**src/rtl/pipe_hazard_sequencer.sv**
```systemverilog
// Stall/flush sequencer for the 5-stage pipeline: load-use bubbles, branch/jump
// flushes, multi-cycle data-memory freezes and a sticky memory-timeout error.
module pipe_hazard_sequencer #(
   parameter int REG_W       = 5,
   parameter int MEM_TIMEOUT = 16,
   parameter int CNT_W       = 16
) (
   input  logic             clk_i,
   input  logic             rst_i,
   input  logic             start_i,
   input  logic             id_ex_memread_i,
   input  logic [REG_W-1:0] id_ex_rt_i,
   input  logic [REG_W-1:0] if_id_rs_i,
   input  logic [REG_W-1:0] if_id_rt_i,
   input  logic             branch_taken_i,
   input  logic             jump_i,
   input  logic             dmem_req_i,
   input  logic             dmem_ack_i,
   output logic             pc_write_o,
   output logic             if_id_write_o,
   output logic             if_id_flush_o,
   output logic             ctrl_bubble_o,
   output logic             pipe_hold_o,
   output logic             mem_err_o,
   output logic [CNT_W-1:0] stall_cnt_o
);

   // state   | meaning
   // IDLE    | pipe frozen, waiting for start_i
   // RUN     | normal issue; hazards resolved combinationally
   // MEMWAIT | data memory access outstanding, pipe frozen
   // ERR     | memory timeout; frozen until reset
   localparam logic [1:0] S_IDLE    = 2'd0;
   localparam logic [1:0] S_RUN     = 2'd1;
   localparam logic [1:0] S_MEMWAIT = 2'd2;
   localparam logic [1:0] S_ERR     = 2'd3;

   localparam logic [7:0]       WAIT_LIMIT = 8'(MEM_TIMEOUT - 1);
   localparam logic [CNT_W-1:0] CNT_MAX    = {CNT_W{1'b1}};

   logic [1:0]       state_q, state_d;
   logic [7:0]       wait_q, wait_d;
   logic             err_q, err_d;
   logic [CNT_W-1:0] stall_q, stall_d;

   logic load_use;
   logic redirect;

   assign load_use = id_ex_memread_i && (id_ex_rt_i != '0) &&
                     ((id_ex_rt_i == if_id_rs_i) || (id_ex_rt_i == if_id_rt_i));
   assign redirect = branch_taken_i || jump_i;

   always_comb begin
      state_d       = state_q;
      wait_d        = wait_q;
      err_d         = err_q;
      pc_write_o    = 1'b0;
      if_id_write_o = 1'b0;
      if_id_flush_o = 1'b0;
      ctrl_bubble_o = 1'b0;
      pipe_hold_o   = 1'b1;

      case (state_q)
         S_IDLE: begin
            if (start_i) state_d = S_RUN;
         end
         S_RUN, S_MEMWAIT: begin
            if ((state_q == S_RUN) && dmem_req_i && !dmem_ack_i) begin
               state_d = S_MEMWAIT;
               wait_d  = 8'd1;
            end else if ((state_q == S_MEMWAIT) && !dmem_ack_i) begin
               wait_d = wait_q + 8'd1;
               if (wait_q == WAIT_LIMIT) begin
                  state_d = S_ERR;
                  err_d   = 1'b1;
               end
            end else begin
               // Released cycle: the load-use check still applies, and a
               // redirect is held back while the bubble is being inserted.
               state_d     = S_RUN;
               wait_d      = 8'd0;
               pipe_hold_o = 1'b0;
               if (load_use) begin
                  ctrl_bubble_o = 1'b1;
               end else begin
                  pc_write_o    = 1'b1;
                  if_id_write_o = 1'b1;
                  if_id_flush_o = redirect;
               end
            end
         end
         default: ;
      endcase
   end

   always_comb begin
      stall_d = stall_q;
      if (((state_q == S_RUN) || (state_q == S_MEMWAIT)) && !pc_write_o &&
          (stall_q != CNT_MAX))
         stall_d = stall_q + 1'b1;
   end

   always_ff @(posedge clk_i or negedge rst_i) begin
      if (!rst_i) begin
         state_q <= S_IDLE;
         wait_q  <= 8'd0;
         err_q   <= 1'b0;
         stall_q <= '0;
      end else begin
         state_q <= state_d;
         wait_q  <= wait_d;
         err_q   <= err_d;
         stall_q <= stall_d;
      end
   end

   assign mem_err_o   = err_q;
   assign stall_cnt_o = stall_q;

endmodule

```
**config.mk**
```make
export PLATFORM = sky130hd
export DESIGN_NAME = pipe_hazard_sequencer
export DESIGN_NICKNAME = d
export VERILOG_FILES = /design/src/rtl/pipe_hazard_sequencer.sv
export SDC_FILE = /design/constraint.sdc
export NUM_CORES = 1
export LEC_CHECK = 0
export ABC_AREA = 1
export CAP_MARGIN = 5
export CORE_ASPECT_RATIO = 2
export CORE_MARGIN = 10
export CORE_UTILIZATION = 30
export CTS_BUF_LIST = sky130_fd_sc_hd__clkbuf_4 sky130_fd_sc_hd__clkbuf_8
export DETAILED_ROUTE_END_ITERATION = 8
export HOLD_SLACK_MARGIN = 0.1
export PLACE_DENSITY = 0.61
export SYNTH_ARGS = -nofsm -noshare
export SYNTH_HDL_FRONTEND = slang
export SYNTH_SLANG_ARGS = --single-unit
```
**constraint.sdc**
```tcl
create_clock -name clk_i -period 2.6 [get_ports clk_i]
set_input_delay 0.52 -clock clk_i [delete_from_list [all_inputs] [get_ports clk_i]]
set_output_delay 0.52 -clock clk_i [all_outputs]
set_load 0.01 [all_outputs]
```
; Yosys cells after proc, flatten, opt, wreduce, memory -nomap -nowiden
; Index checks and enable logic that the tools add are counted.
[classes]
addsub = 2
n_eq_ne = 8
mux = 22
bitwise = 1
n_reduce_logical = 18
[op_table]
columns = operator, n
row1 = 16-bit by 1-bit adder with 16-bit output (second input constant), 1
row2 = 8-bit 2-to-1 mux, 2
row3 = 16-bit inequality test (second input constant), 1
row4 = 1-bit 2-to-1 mux, 15
row5 = 5-bit equality test, 2
row6 = 8-bit by 1-bit adder with 8-bit output (second input constant), 1
row7 = 8-bit by 4-bit equality test with 1-bit output (second input constant), 1
row8 = 2-bit 2-to-1 mux, 4
row9 = 1-bit logical AND, 7
row10 = 5-bit nonzero test, 1
row11 = 4-bit inequality test (second input constant), 1
row12 = 2-bit case mux with 2 select lines, 1
row13 = 4-bit AND reduction, 1
row14 = 1-bit logical OR, 3
row15 = 3-bit AND reduction, 1
row16 = 2-bit by 1-bit equality test with 1-bit output (second input constant), 1
row17 = 2-bit equality test (second input constant), 1
row18 = 1-bit zero test, 2
row19 = 2-bit zero test, 1
row20 = 2-bit inequality test (second input constant), 1
row21 = 2-bit nonzero test, 1
row22 = 2-bit OR reduction, 1
row23 = 1-bit inverter, 1
[word_totals]
register_bits = 27
in_bits = 23
out_inout_bits = 22
word_cells = 55

; Logic depth before layout (Yosys ltp)
; Gate-level depths: netlist of the first run.
[logic_depth]
ltp_word = 10
mapped_depth = 12
ltp_nobuf = 11

; Least setup slack after synthesis of the first run
; No wires, ideal clock.
[synth_timing]
path_kind = reg2out
start = reg state_q[1]
end = out pc_write_o
arrival_ns = 1.618
slack_ns = 0.462
stages_incl_launch_ff = 10
path_buffers = 2
cell_sequence = dfrtp_1 inv_1 ha_1 nand3_1 inv_1 nor2_1 nand2_2 buf_2 nor2_1 buf_4
[synth_between]
elab_chain_cells = 5
elab_cells_between_ends = 9
cone_classes = eq/ne: 2 / mux: 3 / reduce/logical: 4
[synth_rtl]
columns = item, line
row1 = "start, declared", 41  ; logic [1:0] state_q, state_d;
row2 = "start signal, assigned", 110  ; state_q <= state_d;
row3 = 2-bit equality test / 2-bit by 1-bit equality test with 1-bit output (equally long branches), --
row4 = 1-bit logical AND (on tied branches), "71, 68"
row5 = 1-bit 2-to-1 mux / 1-bit logical AND (equally long branches), --
row6 = 1-bit 2-to-1 mux, --
row7 = 1-bit 2-to-1 mux (*), --
row8 = "end, declared", 19  ; output logic pc_write_o,
; Every way passes the cells marked *; elsewhere a longest branch is shown, timed or not.

; Final worst setup path of the first run
[layout_timing]
start = in id_ex_rt_i[0]
end = out pc_write_o
[layout_between]
elab_chain_cells = 7
elab_cells_between_ends = 10
cone_classes = eq/ne: 2 / mux: 4 / reduce/logical: 4
[layout_rtl]
columns = item, line
row1 = "start, declared", 12  ; input logic [REG_W-1:0] id_ex_rt_i,
row2 = 5-bit equality test / 5-bit nonzero test (equally long branches), "50, 49"
row3 = 1-bit logical OR / 1-bit logical AND (equally long branches), "50, 49"
row4 = 1-bit logical AND (*), 49  ; assign load_use = id_ex_memread_i && (id_ex_rt_i != '0) &&
row5 = 1-bit 2-to-1 mux (*), 83  ; if (load_use) begin
row6 = 1-bit 2-to-1 mux (*), 71  ; end else if ((state_q == S_MEMWAIT) && !dmem_ack_i) begin
row7 = 1-bit 2-to-1 mux (*), 68  ; if ((state_q == S_RUN) && dmem_req_i && !dmem_ack_i) begin
row8 = 1-bit 2-to-1 mux (*), 63  ; case (state_q)
; Marks and branches as above.

==> results of run 1 <==
## through the flow
| step | instances | setup TNS [ns] | worst slack [ns] | hold slack, ns | total power, uW |
|---|---|---|---|---|---|
| 2_1_floorplan | 257 | 0 | 0.462 | 0.224 | 982 |
| 3_3_place_gp | 365 | -0.626 | -0.166 | 0.483 | 1310 |
| 3_5_place_dp | 365 | -0.685 | -0.169 | 0.497 | 1320 |
| 4_1_cts | 369 | 0 | 0.0108 | 0.512 | 1540 |
| 5_1_grt | 370 | 0 | 0.00425 | 0.525 | 1640 |
| 6_report | 370 | 0 | 0.128 | 0.504 | 1510 |
## cell type report
| cell class | count | share of cell area |
|---|---|---|
| clock buffer | 3 | 0.0172 |
| tap | 63 | 0.0328 |
| inverter | 34 | 0.0531 |
| timing repair buffer | 50 | 0.202 |
| clock inverter | 1 | 0.00208 |
| multi-input combinational | 192 | 0.412 |
| sequential | 27 | 0.281 |
## sequential cells by signal, indices dropped and copies added, names as in the netlist
| name | count |
|---|---|
| mem_err_o | 1 |
| stall_cnt_o | 16 |
| state_q | 2 |
| wait_q | 8 |
## per-layer routing
metal	track usage	share of wire
met1	0.0986	0.35
met2	0.212	0.58
met3	0.0190	0.046
met4	0.0392	0.021
met5	0	0
## synthesized netlist by cell type (all sizes together)
cell type | n | area [sq um]
nand3b | 1 | 7.51
ha | 6 | 75.1
nor2 | 29 | 119
nand3 | 27 | 140
buf | 4 | 28.8
a22o | 1 | 8.76
nor4 | 2 | 12.5
a21oi | 6 | 30.0
o21bai | 1 | 7.51
nand2 | 83 | 322
inv | 34 | 128
dfrtp | 27 | 676
nor3 | 9 | 50.1
xor2 | 11 | 96.3
o21a | 1 | 7.51
nand4 | 4 | 25.0
and3 | 1 | 6.26
xnor2 | 5 | 43.8
o21ai | 5 | 28.8
## critical path, stage by stage
cell and delay (ns):
clkdlybuf4s50_1 0.53, inv_1 0.07, nand2_1 0.06, nand2_1 0.05, nor2_1 0.11, nand3_1 0.07, nand2_1 0.08, nand2_2 0.06
nand2_2 0.08, nor2_1 0.05, dlygate4sd2_1 0.29
## kinds of logic (layout without fill, tap and decap cells)
family,after synthesis,in the layout
buffers and inverters,38,88
XOR/XNOR,16,16
AND/OR/NAND/NOR,156,156
AO/OA/AOI/OAI,14,14
flip-flops,27,27
adder cells (fa/ha/maj),6,6
## worst max-delay path by stage
stage | from | slack (ns) | depth (start not counted) | to
6_report | id_ex_rt_i[0] | 0.13 | 11 | pc_write_o
5_1_grt | id_ex_rt_i[4] | 0.004 | 11 | if_id_write_o
4_1_cts | dmem_ack_i | 0.01 | 8 | pipe_hold_o
3_5_place_dp | id_ex_rt_i[0] | -0.17 | 9 | if_id_flush_o
3_3_place_gp | id_ex_rt_i[3] | -0.17 | 9 | if_id_flush_o
2_1_floorplan | state_q[1] | 0.46 | 9 | pc_write_o
## power breakdown
| part | switching [uW] | leakage, uW | internal (uW) |
|---|---|---|---|
| sequential | 55.9 | 0.000366 | 467 |
| combinational | 460 | 0.000825 | 290 |
| clock | 132 | 0.0000255 | 107 |
| total | 648 | 0.00122 | 865 |
## repair_timing
item                                    CTS  global route
pin swaps                                 0             1
setup buffers                             0             1
endpoints found under the setup margin    5             5
resized for setup                         5             9
hold endpoints to repair                  0             0
==> results.yml, run 1 <==
clock_tree:
  numCtsBuffers: 3
  clk_path_buf_depth: 2
  root_buffer: "clkbuf_8"
  tritoncts: "yes"
  clk_latency_ns: 0.27
  ctsHoldBuffers: 0
  cts.sinks: 27
  ctsHtreeMaxLevel: 1
  clkTransAtPathRegs_ns: 0.09
critical_path:
  r2r_slack_ns: 0.68
  crit_fanout: 4
  reg2regPathDepth: 7
  required_ns: 2.08
  start_kind: "input pin"
  rr_endpoint: "wait_q[7]"
  rr_startpoint: "state_q[0]"
  cp_data_arrival_time_ns: 1.95
  end_kind: "output pin"
  critical_path_class: "in2out"
final_layout:
  final_cell_area_sq_um: 2400
  final_util: 0.404
  final_cell_mix: "80 x nand2_1, 36 x clkdlybuf4s50_1, 32 x inv_1, 27 x dfrtp_1"
  nFillCells: 625
  fin_nets: 337
  final_common_cell: "nand2_1"
  multi_input_comb_area_sq_um: 990
  ff_latch_area_sq_um: 676
  antenna_cells: 0
  drive_gt1_frac: 0.0717
  syn2layout_area_growth_pct: 32.7
synth:
  ys_ff_latch: 27
  yosys.cell_types.count: 29
  synth_top_family_by_area: "simple AND/OR/NAND/NOR gates"
  yosysSeqAreaShare: 0.373
  postSynthNetCount: 286
  yosys_warnings: 0
  syn_avg_cell_area_sq_um: 7.05
  synth_compound_area_frac: 0.0456
  synth.area.mux_share: 0
  synthCells: 257
  synth_simple_gate_area_frac: 0.376
  synth_fa_ha_area_frac: 0.0414
  syn_area_sq_um: 1810
  synth_xor_area_frac: 0.0773
detailed_routing:
  drc: 0
  routedWlPerCell_um: 13.3
  drtAntennaViolNets: 0
  via_per_inst: 4.82
  vias: 1783
  wl_um: 4930
  first_pass_iters: 4
  drtIter0Drc: 87
global_routing:
  first_global_vias: 1832
  grt.total_usage: 0.106
  gr-total-overflow: 0
  grt_pass1_wl_um: 8200
  antenna_found_initial: 0
  grt_max_degree: 28
timing:
  hold_violations: 0
  period_share: 0.951
  slew_headroom: 0.732
  max_freq_mhz: 405
  setup_violations: 0
  drv_slew: 0
  period_needed_ns: 2.47
  worst_slew_pin_slew_ns: 0.400
  skew_ns: 0.00221
  rsz0062_at_grt: "false"
floorplan:
  die_x_um: 75.0
  die_h_um: 130
  num_rows: 40
  core_area_sq_um: 5960
  start_util: 0.304
  io_pins: 45
  die_area_sq_um: 9740
placement:
  io_buffers: 44
  place_hpwl_um: 3930
  place_congestion: 0.800
  dpl_cell_area_sq_um: 2340
hold_path:
  hp-class: "reg2reg"
  hold_start: "wait_q[6]"
  whs_endpoint: "wait_q[6]"
  whs_path_depth: 1
flow_run:
  cap_viol_max_count: 0
power:
  leakage_uw: 0.00122
  power-per-cell-area_nw_per_um2: 629
  peakVddDrop_v: 0.000345
status:
  outcome: "complete, no violations"
(Power assumes the default switching activity.)
==> run 2: changes to the inputs <==
Settings changed: CORE_ASPECT_RATIO 2 to not set, SETUP_SLACK_MARGIN set to 0.5.
==> run 2 against run 1 <==
Against the previous run:
- worst hold slack worse by 0.013 ns
- highest routed layer unchanged
- first-iteration DRC count shrank 25%
- sequential power about the same
- critical path depth is 2 lower
- utilization is 2.2 points higher
- routed wire length shrank 6.9%
- total power is 9.5% higher
- global-route usage is 0.97 points lower
- final cell count is 6.2% higher
- setup slack better by 0.34 ns
- largest cell class unchanged
==> results.yml, run 2 (synthesis gave the netlist of run 1 again) <==
final_layout:
  final_cell_mix: "79 x nand2_1, 27 x dfrtp_1, 25 x inv_1, 25 x nand3_1, 24 x nor2_1"
  final_cell_count_no_fill: 393
  multi_input_comb_area_sq_um: 1030
  fin_nets: 348
  largest_reg_flops: 16
  syn2layout_area_growth_pct: 38.2
  final_common_cell: "nand2_1"
  antenna_cells: 0
  drive_gt1_frac: 0.170
  ff_latch_area_sq_um: 676
  nFillCells: 630
  final_util: 0.425
critical_path:
  reg2regPathDepth: 12
  cp_top_family: "buffers and inverters"
  required_ns: 2.08
  max_stage_delay_ns: 0.42
  cp_common_cell: "buf_4"
  crit_fanout: 3
  crit_path_start: "state_q[0]"
  path_depth: 9
  slowest_stage: "dfrtp_1"
  start_kind: "flip-flop"
  critical_path_class: "reg2out"
  critPathBufInv: 5
  rr_endpoint: "stall_cnt_o[5]"
  r2r_slack_ns: 0.76
  rr_startpoint: "state_q[1]"
  endpoint: "pipe_hold_o"
  cp_data_arrival_time_ns: 1.62
  crit_chain: "inv_2, ha_2, nand2_2, inv_2, nor2_4, buf_4, nand2_1, buf_4, buf_4"
  end_kind: "output pin"
placement:
  place_congestion: 0.840
  place_hpwl_um: 3460
  io_buffers: 44
  place_ws_ns: -0.199
  dp_cells: 377
global_routing:
  met3_usage: 0.0341
  grt_pass1_wl_um: 7970
  antenna_found_initial: 0
  top_usage_layer: "met2"
  use_met1: 0.110
  first_global_vias: 1752
  gr-total-overflow: 0
  grt_max_degree: 28
  grtUsageMet2: 0.173
  grt.total_usage: 0.0963
power:
  p_clk_frac: 0.150
  leakage_uw: 0.00124
  pwr-share-comb: 0.534
  p_seq_frac: 0.316
  power.internal_uw: 956
  switchingPower_uw: 701
  power-per-cell-area_nw_per_um2: 662
  swShare: 0.423
  peakVddDrop_v: 0.000335
floorplan:
  die_x_um: 97.7
  start_util: 0.308
  core_area_sq_um: 5890
  num_rows: 28
  io_pins: 45
  die_h_um: 97.7
  die_area_sq_um: 9550
detailed_routing:
  wl_um: 4590
  via_per_inst: 4.49
  routedWlPerCell_um: 11.7
  drc: 0
  vias: 1764
  drtAntennaViolNets: 0
  drtIter0Drc: 65
  first_pass_iters: 4
clock_tree:
  cts.sinks: 27
  tritoncts: "yes"
  root_buffer: "clkbuf_8"
  clkTransAtPathRegs_ns: 0.10
  numCtsBuffers: 3
  clk_latency_ns: 0.27
  clk_path_buf_depth: 2
  ctsHtreeMaxLevel: 1
timing:
  slew_headroom: 0.742
  hold_violations: 0
  skew_ns: 0.00107
  finalHoldWorstSlack_ns: 0.490
  rsz0062_at_grt: "true"
  setup_violations: 0
  worst_slew_pin_slew_ns: 0.385
  period_needed_ns: 2.14
  drv_slew: 0
  finalWorstSetupSlack_ns: 0.464
  period_share: 0.822
  max_freq_mhz: 468
flow_run:
  cap_viol_max_count: 0
hold_path:
  hp-class: "reg2reg"
  hold_start: "wait_q[6]"
status:
  outcome: "complete, no violations"
==> run 2: worst reg2reg max path, cell delays in order (launching register included) <==
cell and delay [ns]:
dfrtp_1 0.42, inv_2 0.10, ha_2 0.17, nand3_2 0.10, inv_2 0.09, nor2_4 0.04
buf_6 0.11, nand2_4 0.08, buf_4 0.11, buf_4 0.21, nand2_4 0.16, nand2_1 0.10
nand2_1 0.05
==> run 2: how the worst min path moves through the flow <==
stage,end,slack (ns),depth (start not counted)
finish,wait_q[6],0.49,1
global route,mem_err_o,0.51,1
CTS,wait_q[6],0.49,1
detailed placement,mem_err_o,0.47,1
global placement,mem_err_o,0.46,1
floorplan,mem_err_o,0.22,0
==> run 2: timing repair <==
item,CTS,global route
resized for setup,56,11
pin swaps,12,5
setup buffers,8,4
setup endpoints to repair,5,6
hold buffers,0,0
==> run 2: routing by layer <==
layer | wire [um] | vias to the layer above
met5 | 0 | -
met4 | 38 | 0
met3 | 263 | 4
met2 | 2290 | 29
met1 | 1990 | 799
li1 | - | 932
==> run 2: power groups by stage <==
stage	clock network (uW)	registers [uW]	logic (uW)
final	248	523	886
after global routing	277	531	976
after CTS	261	522	835
after detailed placement	0	527	784
after global placement	0	526	776
after floorplan	0	533	455
==> run 2: final cells by class <==
type                       count  share of cell area
sequential                    27               0.270
timing repair buffer          61               0.209
inverter                      34              0.0510
tap                           75              0.0375
multi-input combinational    192               0.413
clock buffer                   3              0.0165
clock inverter                 1             0.00300
==> run 2: metrics by stage <==
step | TNS (ns) | power (uW) | instance area, sq um
6_report | 0 | 1660 | 2500
5_1_grt | 0 | 1780 | 2500
4_1_cts | 0 | 1620 | 2460
3_5_place_dp | -0.723 | 1310 | 2360
3_3_place_gp | -0.638 | 1300 | 2360
2_1_floorplan | 0 | 987 | 1810
